<file path="config.mk">
export PLATFORM = sky130hd
export DESIGN_NAME = uart_fifo_rd_ctrl
export DESIGN_NICKNAME = d
export VERILOG_FILES = /design/src/rtl/uart_fifo_rd_ctrl.sv
export SDC_FILE = /design/constraint.sdc
export NUM_CORES = 1
export LEC_CHECK = 0
export ABC_AREA = 1
export BUFFER_PORTS_ARGS = -buffer_cell sky130_fd_sc_hd__buf_2
export CAP_MARGIN = 15
export CORE_AREA = 2 2 71 73
export DETAILED_ROUTE_END_ITERATION = 16
export DIE_AREA = 0 0 73 75
export PLACE_DENSITY = 0.47
export SYNTH_ARGS = -nofsm -noshare
export SYNTH_HDL_FRONTEND = slang
export SYNTH_SLANG_ARGS = --single-unit
</file>
<file path="constraint.sdc">
create_clock -name CLK -period 3 [get_ports CLK]
set_clock_uncertainty 0.2 [all_clocks]
set_input_delay 0.6 -clock CLK [delete_from_list [all_inputs] [get_ports CLK]]
set_output_delay 0.6 -clock CLK [all_outputs]
set_load 0.05 [all_outputs]
</file>
<file path="src/rtl/uart_fifo_rd_ctrl.sv">
// uart_fifo_rd_ctrl: read sequencer between the TX FIFO read port and
// the UART transmit shifter. Issues paced FIFO reads, tracks them through
// the fixed FIFO read latency, and buffers returned bytes in a skid buffer
// presented as a valid/ready stream. A flush drains the FIFO and drops
// everything it reads.
//
// Ports:
//   CLK, RESET        clock, async active-high reset
//   enable            level, allows new FIFO reads
//   flush             single-cycle request to drain and discard
//   fifo_empty        FIFO EMPTY flag
//   fifo_do[7:0]      FIFO registered read data
//   fifo_rdb          FIFO read enable, active low
//   tx_data[7:0]      head byte of the skid buffer
//   tx_valid          tx_data holds a byte
//   tx_ready          consumer accepts on tx_valid & tx_ready
//   busy              not IDLE, bytes buffered, or reads in flight
//   flush_done        one-cycle pulse when a flush completes
//
// Optional macro UART_FIFO_RD_CTRL_STATS_EN adds saturating counters:
//   tx_count[15:0]    bytes accepted by the consumer
//   drop_count[15:0]  bytes discarded by flushes

module uart_fifo_rd_ctrl #(
  parameter int RD_LAT     = 2,
  parameter int SKID_DEPTH = 2
) (
  input  logic       CLK,
  input  logic       RESET,
  input  logic       enable,
  input  logic       flush,
  input  logic       fifo_empty,
  input  logic [7:0] fifo_do,
  output logic       fifo_rdb,
  output logic [7:0] tx_data,
  output logic       tx_valid,
  input  logic       tx_ready,
  output logic       busy,
  output logic       flush_done
`ifdef UART_FIFO_RD_CTRL_STATS_EN
  ,
  output logic [15:0] tx_count,
  output logic [15:0] drop_count
`endif
);

  localparam int PW = (SKID_DEPTH > 2) ? 2 : 1;

  typedef enum logic [1:0] {
    S_IDLE,
    S_RUN,
    S_FLUSH
  } state_t;

  state_t           r_state;
  state_t           w_next;
  logic [RD_LAT-1:0] r_inflight;
  logic [7:0]       r_mem [SKID_DEPTH];
  logic [PW-1:0]    r_head;
  logic [PW-1:0]    r_tail;
  logic [2:0]       r_count;
  logic             r_flush_done;

  logic [1:0]       w_infl_cnt;
  logic             w_credit;
  logic             w_issue;
  logic             w_ret;
  logic             w_cap;
  logic             w_pop;
  logic             w_flush_go;
  logic             w_flush_exit;

  function automatic logic [PW-1:0] ptr_inc(input logic [PW-1:0] p);
    return (p == PW'(SKID_DEPTH - 1)) ? '0 : p + 1'b1;
  endfunction

  always_comb begin
    w_infl_cnt = '0;
    for (int i = 0; i < RD_LAT; i++)
      w_infl_cnt = w_infl_cnt + {1'b0, r_inflight[i]};
  end

  // Reads still in flight hold a reserved skid slot.
  assign w_credit = ({1'b0, r_count} + {2'b0, w_infl_cnt})
                    < 4'(SKID_DEPTH);

  // r_inflight[0] set means a read went out last cycle; skipping this
  // cycle lets fifo_empty settle after that read.
  assign w_issue = !fifo_empty && !r_inflight[0] &&
                   ((r_state == S_RUN && w_credit) ||
                    r_state == S_FLUSH);

  assign fifo_rdb   = !w_issue;
  assign w_ret      = r_inflight[RD_LAT-1];
  assign w_flush_go = flush && (r_state != S_FLUSH);
  assign w_cap      = w_ret && (r_state != S_FLUSH) && !w_flush_go;
  assign tx_valid   = (r_count != 3'd0);
  assign tx_data    = r_mem[r_head];
  assign w_pop      = tx_valid && tx_ready;
  assign busy       = (r_state != S_IDLE) || tx_valid || (|r_inflight);
  assign flush_done = r_flush_done;

  always_comb begin
    w_next       = r_state;
    w_flush_exit = 1'b0;
    unique case (r_state)
      S_IDLE: begin
        if (flush)       w_next = S_FLUSH;
        else if (enable) w_next = S_RUN;
      end
      S_RUN: begin
        if (flush)        w_next = S_FLUSH;
        else if (!enable) w_next = S_IDLE;
      end
      S_FLUSH: begin
        if (fifo_empty && r_inflight == '0) begin
          w_next       = S_IDLE;
          w_flush_exit = 1'b1;
        end
      end
      default: w_next = S_IDLE;
    endcase
  end

  always_ff @(posedge CLK or posedge RESET) begin
    if (RESET) begin
      r_state      <= S_IDLE;
      r_flush_done <= 1'b0;
    end else begin
      r_state      <= w_next;
      r_flush_done <= w_flush_exit;
    end
  end

  always_ff @(posedge CLK or posedge RESET) begin
    if (RESET) begin
      r_inflight <= '0;
    end else begin
      r_inflight[0] <= w_issue;
      for (int i = 1; i < RD_LAT; i++)
        r_inflight[i] <= r_inflight[i-1];
    end
  end

  always_ff @(posedge CLK or posedge RESET) begin
    if (RESET) begin
      r_head  <= '0;
      r_tail  <= '0;
      r_count <= '0;
      for (int i = 0; i < SKID_DEPTH; i++)
        r_mem[i] <= '0;
    end else if (w_flush_go) begin
      r_head  <= '0;
      r_tail  <= '0;
      r_count <= '0;
    end else begin
      if (w_cap) begin
        r_mem[r_tail] <= fifo_do;
        r_tail        <= ptr_inc(r_tail);
      end
      if (w_pop)
        r_head <= ptr_inc(r_head);
      r_count <= r_count + {2'b0, w_cap} - {2'b0, w_pop};
    end
  end

`ifdef UART_FIFO_RD_CTRL_STATS_EN
  logic [15:0] r_tx_count;
  logic [15:0] r_drop_count;
  logic [2:0]  w_drop_inc;
  logic [16:0] w_drop_sum;

  // On flush entry the buffered bytes not popped this cycle plus any
  // byte returning this cycle are lost; in FLUSH every return is lost.
  always_comb begin
    w_drop_inc = '0;
    if (w_flush_go)
      w_drop_inc = r_count - {2'b0, w_pop} + {2'b0, w_ret};
    else if (r_state == S_FLUSH)
      w_drop_inc = {2'b0, w_ret};
  end

  assign w_drop_sum = {1'b0, r_drop_count} + {14'b0, w_drop_inc};

  always_ff @(posedge CLK or posedge RESET) begin
    if (RESET) begin
      r_tx_count   <= '0;
      r_drop_count <= '0;
    end else begin
      if (w_pop && r_tx_count != 16'hFFFF)
        r_tx_count <= r_tx_count + 16'd1;
      r_drop_count <= w_drop_sum[16] ? 16'hFFFF : w_drop_sum[15:0];
    end
  end

  assign tx_count   = r_tx_count;
  assign drop_count = r_drop_count;
`endif

endmodule

</file>
==> impl_summary.txt, run 1 <==
----------------------------------------------------
[Run status]
  Result of the run ... completed

[Global route]
  Final global-route overflow total ... 0
  First-pass GRT wire length ... 4554 um
  Gr usage total ... 10.72%
  Antenna violations before repair ... 0
  Pin count of the biggest net entering global routing ... 27
  Number of global-route vias before repair ... 1048

[Power and ir drop]
  Worst vdd rail ir drop ... 424.3 uV
  Power density normalized to cell area ... 1081 nW/um^2
  Overall power after layout ... 1.726 mW
  P_leak ... 0.8760 nW

[Route]
  Remaining design rule violation count ... 0
  Via count ... 1055
  Count of antenna-violating nets left after detailed routing ... 0
  Violation count after the first detailed-route iteration ... 45
  DR pass1 iterations ... 4
  Routed wire per std cell ... 10.75 um
  Post-detailed-routing wire length ... 2579 um
  Detailed-route vias per instance ... 4.396

[Logic synthesis]
  Synth Register Bits ... 26
  Cell area after synthesis ... 1361 sq um
  Warnings, synthesis ... 0
  Proportion of netlist area held by the largest area contributor ... 47.79%
  Average cell area after synthesis ... 8.616 sq um
  Main area contributors after synthesis ... sky130_fd_sc_hd__dfrtp_1 (48%), sky130_fd_sc_hd__nand2_1 (16%), sky130_fd_sc_hd__o21ai_2 (10%)
  Cell type with the highest aggregate area in the netlist ... sky130_fd_sc_hd__dfrtp_1
  Number of nets in the synthesized netlist ... 178
  Number of distinct library cells after synthesis ... 20
  Synthesized netlist cell count ... 158
  Sequential fraction of the synthesis area ... 47.79%

[Placed design]
  Final HPWL DP ... 1923 um
  Post-place setup slack ... 0.4711 ns
  Placement Cell Area ... 1541 sq um
  # port buffers ... 25
  Routability-driven placement congestion ratio ... 0.8175
  Number of placed cells counting well taps ... 236

[Worst hold path]
  Hold/Removal Path Class ... in2async

[STA]
  Post-layout min period ... 2.819 ns
  Relative max-transition margin ... 73.29%
  Final count of negative-setup-slack endpoints ... 0
  Setup repair after global routing missed its margin ... no
  Final worst setup slack ... 0.1808 ns
  Final hold vios ... 0
  Slew of the pin with the lowest slew margin ... 0.4006 ns
  Final-layout setup total negative slack ... 0 ns
  Smallest hold slack ... 0.1661 ns
  Max Clock Freq ... 354.7 MHz
  Final period utilization ... 93.97%
  Final Slew Violations ... 0

[CTS]
  H-Tree Level Count ... 1
  Clock latency on the worst-skew pair ... 0.27 ns
  Clock tree from TritonCTS ... built
  Total of hold buffers inserted after clock tree synthesis ... 0
  Maximum root-to-sink buffer count ... 2
  Post CTS Setup Buffer Count ... 0
  Number of sinks driven by the clock tree ... 26
  Clock transition at the registers of the reported paths ... 0.09 ns
  Inserted Clock Buffers ... 3
  Post-cts resize count ... 0
  Clock Root Buffer ... sky130_fd_sc_hd__clkbuf_8

[Worst setup path]
  CP bufs+invs ... 2
  Cells along the critical path ... ha_1, nand2_1, nand2_1, ha_1, inv_1, nand3_1, nor2_1, nand2_1, nand2_1, nand2_1, buf_2
  Maximum fanout along the worst path ... 4
  Longest individual stage delay on the worst path ... 0.42 ns
  Data arrival time of the critical path ... 2.02 ns
  Cell mode on critical path ... sky130_fd_sc_hd__nand2_1
  Worst Setup End Kind ... output pin
  Family with the most delay on the worst path ... adder cells
  Worst EP required ... 2.20 ns
  Kind of start point of the critical path ... flip-flop
  CP max-delay cell ... sky130_fd_sc_hd__dfrtp_1
  Category of the most critical setup path ... reg2out

[Cells and area]
  Antenna Cells ... 0
  Fraction of layout cells with a size suffix above 1 ... 27.42%
  Final design area excluding fillers ... 1597 sq um
  Non-Filler Instances ... 240
  Core utilization of the finished layout ... 34.26%
  Post-layout net count ... 207
  Layout area overhead ... 17.28%

[Floorplanning]
  Height of the die ... 75 um
  Row cnt ... 25
  Die Wd ... 73 um
  Total die area ... 5475 sq um
  Top Ports ... 26
  Initial core utilization ... 29.21%
  Core region area ... 4661 sq um

[Flow run]
  Number of violations of the max-capacitance limit ... 0

----------------------------------------------------
-- layout make-up --
type | instances | area (sq um)
Fill cell | 513 | 3064
Multi-Input combinational cell | 102 | 581.8
Clock buffer | 4 | 55.05
Timing Repair Buffer | 27 | 140.1
Inverter | 27 | 101.3
Sequential cell | 26 | 650.6
Tap cell | 54 | 67.56
-- worst min-delay path: cells and delay by family --
kind                   cells  cell delay [ns]
buffers and inverters      3             0.44
-- registers in the layout (all words and copies together), names as in the netlist --
register	flops
r_inflight	2
flush_done	1
r_tail	1
r_count	3
r_state	2
r_mem	16
r_head	1
-- synthesized netlist by cell type (all sizes together) --
cell type   n
o21ai      17
a21oi       2
clkinv      1
nor2       10
buf         3
nand3       5
dfrtp      26
xnor2       1
nand2      57
nand4       2
ha          5
fa          1
nor3        1
o22ai       1
inv        26
-- cells by family after synthesis --
family                     synth area share, %
and+or+nand+nor                          24.17
adders and majority gates                6.066
buffers and inverters                    9.466
AOI/OAI and AO/OA                        11.86
DFF                                      47.79
xor gates and xnor gates                0.6435
-- metal layers --
layer  wire [um]  GRT usage [%]  vias up
li1            -              -      546
met1        1168          13.14      475
met3         135          3.481        6
met5           0              0        -
met4          42          1.852        0
met2        1232          18.72       28
-- power by group --
group | leakage [nW] | total, mW | internal, mW | switching (mW)
registers | 0.337 | 0.622 | 0.505 | 0.117
clock network | 0.0288 | 0.224 | 0.117 | 0.107
logic | 0.510 | 0.880 | 0.267 | 0.613
-- final timing paths --
| path | cells past startpoint | slack (ns) | start | to |
|---|---|---|---|---|
| min in group CLK | 0 | 0.25 | r_inflight[0] | r_inflight[1] |
| setup / recovery | 11 | 0.18 | r_inflight[0] | fifo_rdb |
| hold reg to reg | 0 | 0.25 | r_inflight[0] | r_inflight[1] |
| setup reg to reg | 11 | 0.74 | r_state[1] | r_count[2] |
| max in group asynchronous | 3 | 2.18 | RESET | r_mem[8] |
| hold / removal | 3 | 0.17 | RESET | r_count[1] |
-- cell usage in the layout (no fill, tap or decap), drive strengths merged --
| cell | n |
|---|---|
| a21oi | 2 |
| nor3 | 1 |
| o21ai | 17 |
| nor2 | 10 |
| xnor2 | 1 |
| inv | 26 |
| dfrtp | 26 |
| fa | 1 |
| buf | 27 |
| o22ai | 1 |
| clkinv | 1 |
| nand2 | 57 |
| clkbuf | 4 |
| nand3 | 5 |
| ha | 5 |
| nand4 | 2 |
(Power assumes the default switching activity.)
==> inputs of run 2 (changes only) <==
- CORE_AREA: 2 2 71 73 -> 2 2 62 64
- DIE_AREA: 0 0 73 75 -> 0 0 64 66
- PLACE_DENSITY: 0.47 -> 0.59
==> impl_summary.txt, run 2 (synthesis gave the netlist of run 1 again) <==
----------------------------------------------------
[Run status]
  Result of the run ... completed

[Power and ir drop]
  Power density normalized to cell area ... 1078 nW/um^2 (-0.25%)
  Worst vdd rail ir drop ... 463.4 uV (+9.2%)
  P_leak ... 0.8713 nW (-0.53%)

[Worst hold path]
  Hold/Removal Path Class ... in2async

[Placed design]
  # port buffers ... 25 (unchanged)
  Routability-driven placement congestion ratio ... 0.7539 (-7.8%)
  Final HPWL DP ... 1898 um (-1.3%)

[Worst setup path]
  Longest individual stage delay on the worst path ... 0.42 ns (about the same)
  Family with the most delay on the worst path ... adder cells
  Data arrival time of the critical path ... 2.00 ns (-0.02 ns)
  Worst EP required ... 2.20 ns (about the same)
  Cell mode on critical path ... sky130_fd_sc_hd__nand2_1
  Cells along the critical path ... ha_1, nand2_1, nand2_1, ha_1, inv_1, nand3_1, nor2_1, nand2_1, nand2_1, nand2_1, buf_4
  CP max-delay cell ... sky130_fd_sc_hd__dfrtp_1
  Worst Setup End Kind ... output pin
  Maximum fanout along the worst path ... 3 (-1)
  Worst reg-to-reg path cell count ... 11 (unchanged)
  Cell count along the critical path ... 11 (unchanged)
  Kind of start point of the critical path ... flip-flop
  Flop-to-flop setup slack ... 0.70 ns (-0.04 ns)
  CP bufs+invs ... 2 (unchanged)
  Category of the most critical setup path ... reg2out

[Floorplanning]
  Core region area ... 3551 sq um (-24%)
  Initial core utilization ... 38.34% (+9.1 points)
  Top Ports ... 26 (unchanged)
  Total die area ... 4224 sq um (-23%)
  Row cnt ... 22 (-12%)
  Die Wd ... 64 um (-12%)
  Height of the die ... 66 um (-12%)

[Cells and area]
  Multi-input gate area ... 581.8 sq um (unchanged)
  Layout filler cell count ... 362 (-29%)
  Core utilization of the finished layout ... 44.29% (+10 points)
  Post-layout net count ... 207 (unchanged)
  Layout area overhead ... 15.53%
  Fraction of layout cells with a size suffix above 1 ... 27.42% (unchanged)
  Number of flip-flops in the largest register ... 16 (unchanged)
  Commonest non-fill, non-tap cells in the layout ... sky130_fd_sc_hd__nand2_1 (57), sky130_fd_sc_hd__inv_1 (26), sky130_fd_sc_hd__dfrtp_1 (26), sky130_fd_sc_hd__buf_2 (24), sky130_fd_sc_hd__o21ai_2 (16)
  Antenna Cells ... 0 (unchanged)
  Register ranked first by flip-flop count ... r_mem
  Most frequent standard cell in the layout excluding fill and tap cells ... sky130_fd_sc_hd__nand2_1
  Biggest registers after layout ... r_mem x16, r_count x3
  Register cell area after layout ... 650.6 sq um (unchanged)

[Route]
  Count of antenna-violating nets left after detailed routing ... 0 (unchanged)
  Met3 routed WL ... 90 um (-33%)
  Post-route met1 wirelength ... 1192 um (+2.1%)
  Detailed-route vias per instance ... 4.509 (+2.6%)
  DR pass1 iterations ... 4 (unchanged)
  Routed wire per std cell ... 10.76 um (+0.18%)
  Via count ... 1055 (unchanged)
  Highest routed metal layer ... met4
  Met2 wire len ... 1210 um (-1.8%)
  Violation count after the first detailed-route iteration ... 29 (-36%)
  Post-detailed-routing wire length ... 2519 um (-2.3%)
  Remaining design rule violation count ... 0 (unchanged)

[STA]
  Relative max-transition margin ... 34.69% (-39 points)
  Post-layout min period ... 2.799 ns (-0.02022 ns)
  Final hold vios ... 0 (unchanged)
  Max Clock Freq ... 357.3 MHz (+0.72%)
  Final period utilization ... 93.30% (-0.67 points)
  Slew of the pin with the lowest slew margin ... 0.9786 ns (+0.5780 ns)
  Final-layout setup total negative slack ... 0 ns (unchanged)
  Setup repair after global routing missed its margin ... no
  Final count of negative-setup-slack endpoints ... 0 (unchanged)
  Final Slew Violations ... 0 (unchanged)

[CTS]
  Total of hold buffers inserted after clock tree synthesis ... 0 (unchanged)
  Clock Root Buffer ... sky130_fd_sc_hd__clkbuf_4
  Clock latency on the worst-skew pair ... 0.32 ns (+0.05 ns)
  Clock transition at the registers of the reported paths ... 0.14 ns (+0.05 ns)
  H-Tree Level Count ... 1 (unchanged)
  Inserted Clock Buffers ... 3 (unchanged)
  Maximum root-to-sink buffer count ... 2 (unchanged)
  Clock tree from TritonCTS ... built
  Number of sinks driven by the clock tree ... 26 (unchanged)

[Global route]
  First-pass GRT wire length ... 4402 um (-3.3%)
  Antenna violations before repair ... 0 (unchanged)
  Pin count of the biggest net entering global routing ... 27 (unchanged)
  Final global-route overflow total ... 0 (unchanged)
  Number of global-route vias before repair ... 1072 (+2.3%)
  Gr usage total ... 13.16% (+2.4 points)

[Flow run]
  Number of violations of the max-capacitance limit ... 0 (unchanged)

----------------------------------------------------
run 2: changes by cell type in the layout (fill, tap and decap cells not counted):
cell	previous run	this run
sky130_fd_sc_hd__clkbuf_4	0	3
sky130_fd_sc_hd__clkbuf_8	4	1
sky130_fd_sc_hd__buf_2	25	24
sky130_fd_sc_hd__buf_4	2	3
run 2: final timing paths:
path / startpoint / to
max reg2reg: r_count[1] / r_count[2]
min reg2reg: r_mem[13] / r_mem[13]
min: RESET / r_count[1]
max in group asynchronous: RESET / r_mem[9]
min in group CLK: r_mem[13] / r_mem[13]
max: r_inflight[0] / fifo_rdb
run 2: power by group:
group / total, mW / switching, mW / internal [mW]
sequential: 0.616 / 0.112 / 0.504
combinational: 0.903 / 0.623 / 0.280
clock: 0.177 / 0.102 / 0.0743
run 2: metal layers:
layer	GRT usage, %	vias up
met4	4.620	0
met3	2.385	3
met2	24.09	20
met1	15.36	493
li1	-	539
met5	0	-
run 2: final cells by class:
type,instances,area share (%)
Multi-Input combinational cell,102,36.99
Sequential cell,26,41.37
Inverter,27,6.444
Clock buffer,4,2.307
Timing Repair Buffer,27,9.069
Tap cell,48,3.819
run 2: timing repair:
action / in CTS / in global routing
endpoints found under the setup margin: 0 / 1
setup buffers: 0 / 2
resized for setup: 0 / 2
run 2: per-stage QoR:
stage	setup slack (ns)	total power [mW]	cells	cell area (sq um)	hold WS [ns]
2_1_floorplan	0.5634	1.355	158	1361	0.2011
3_3_place_gp	0.5628	1.484	228	1519	0.2087
3_5_place_dp	0.4996	1.525	228	1519	0.2387
4_1_cts	0.1186	1.701	232	1555	0.2701
5_1_grt	0.01198	1.830	234	1573	0.3026
6_report	0.2010	1.696	234	1573	0.2788
run 2: worst reg2reg max path, delay by kind of cell (launching register included):
family | cells | cell delay [ns]
simple gates | 4 | 0.39
flops | 1 | 0.47
fa+ha+maj | 3 | 0.81
buf+inv | 3 | 0.17
xor+xnor | 1 | 0.16
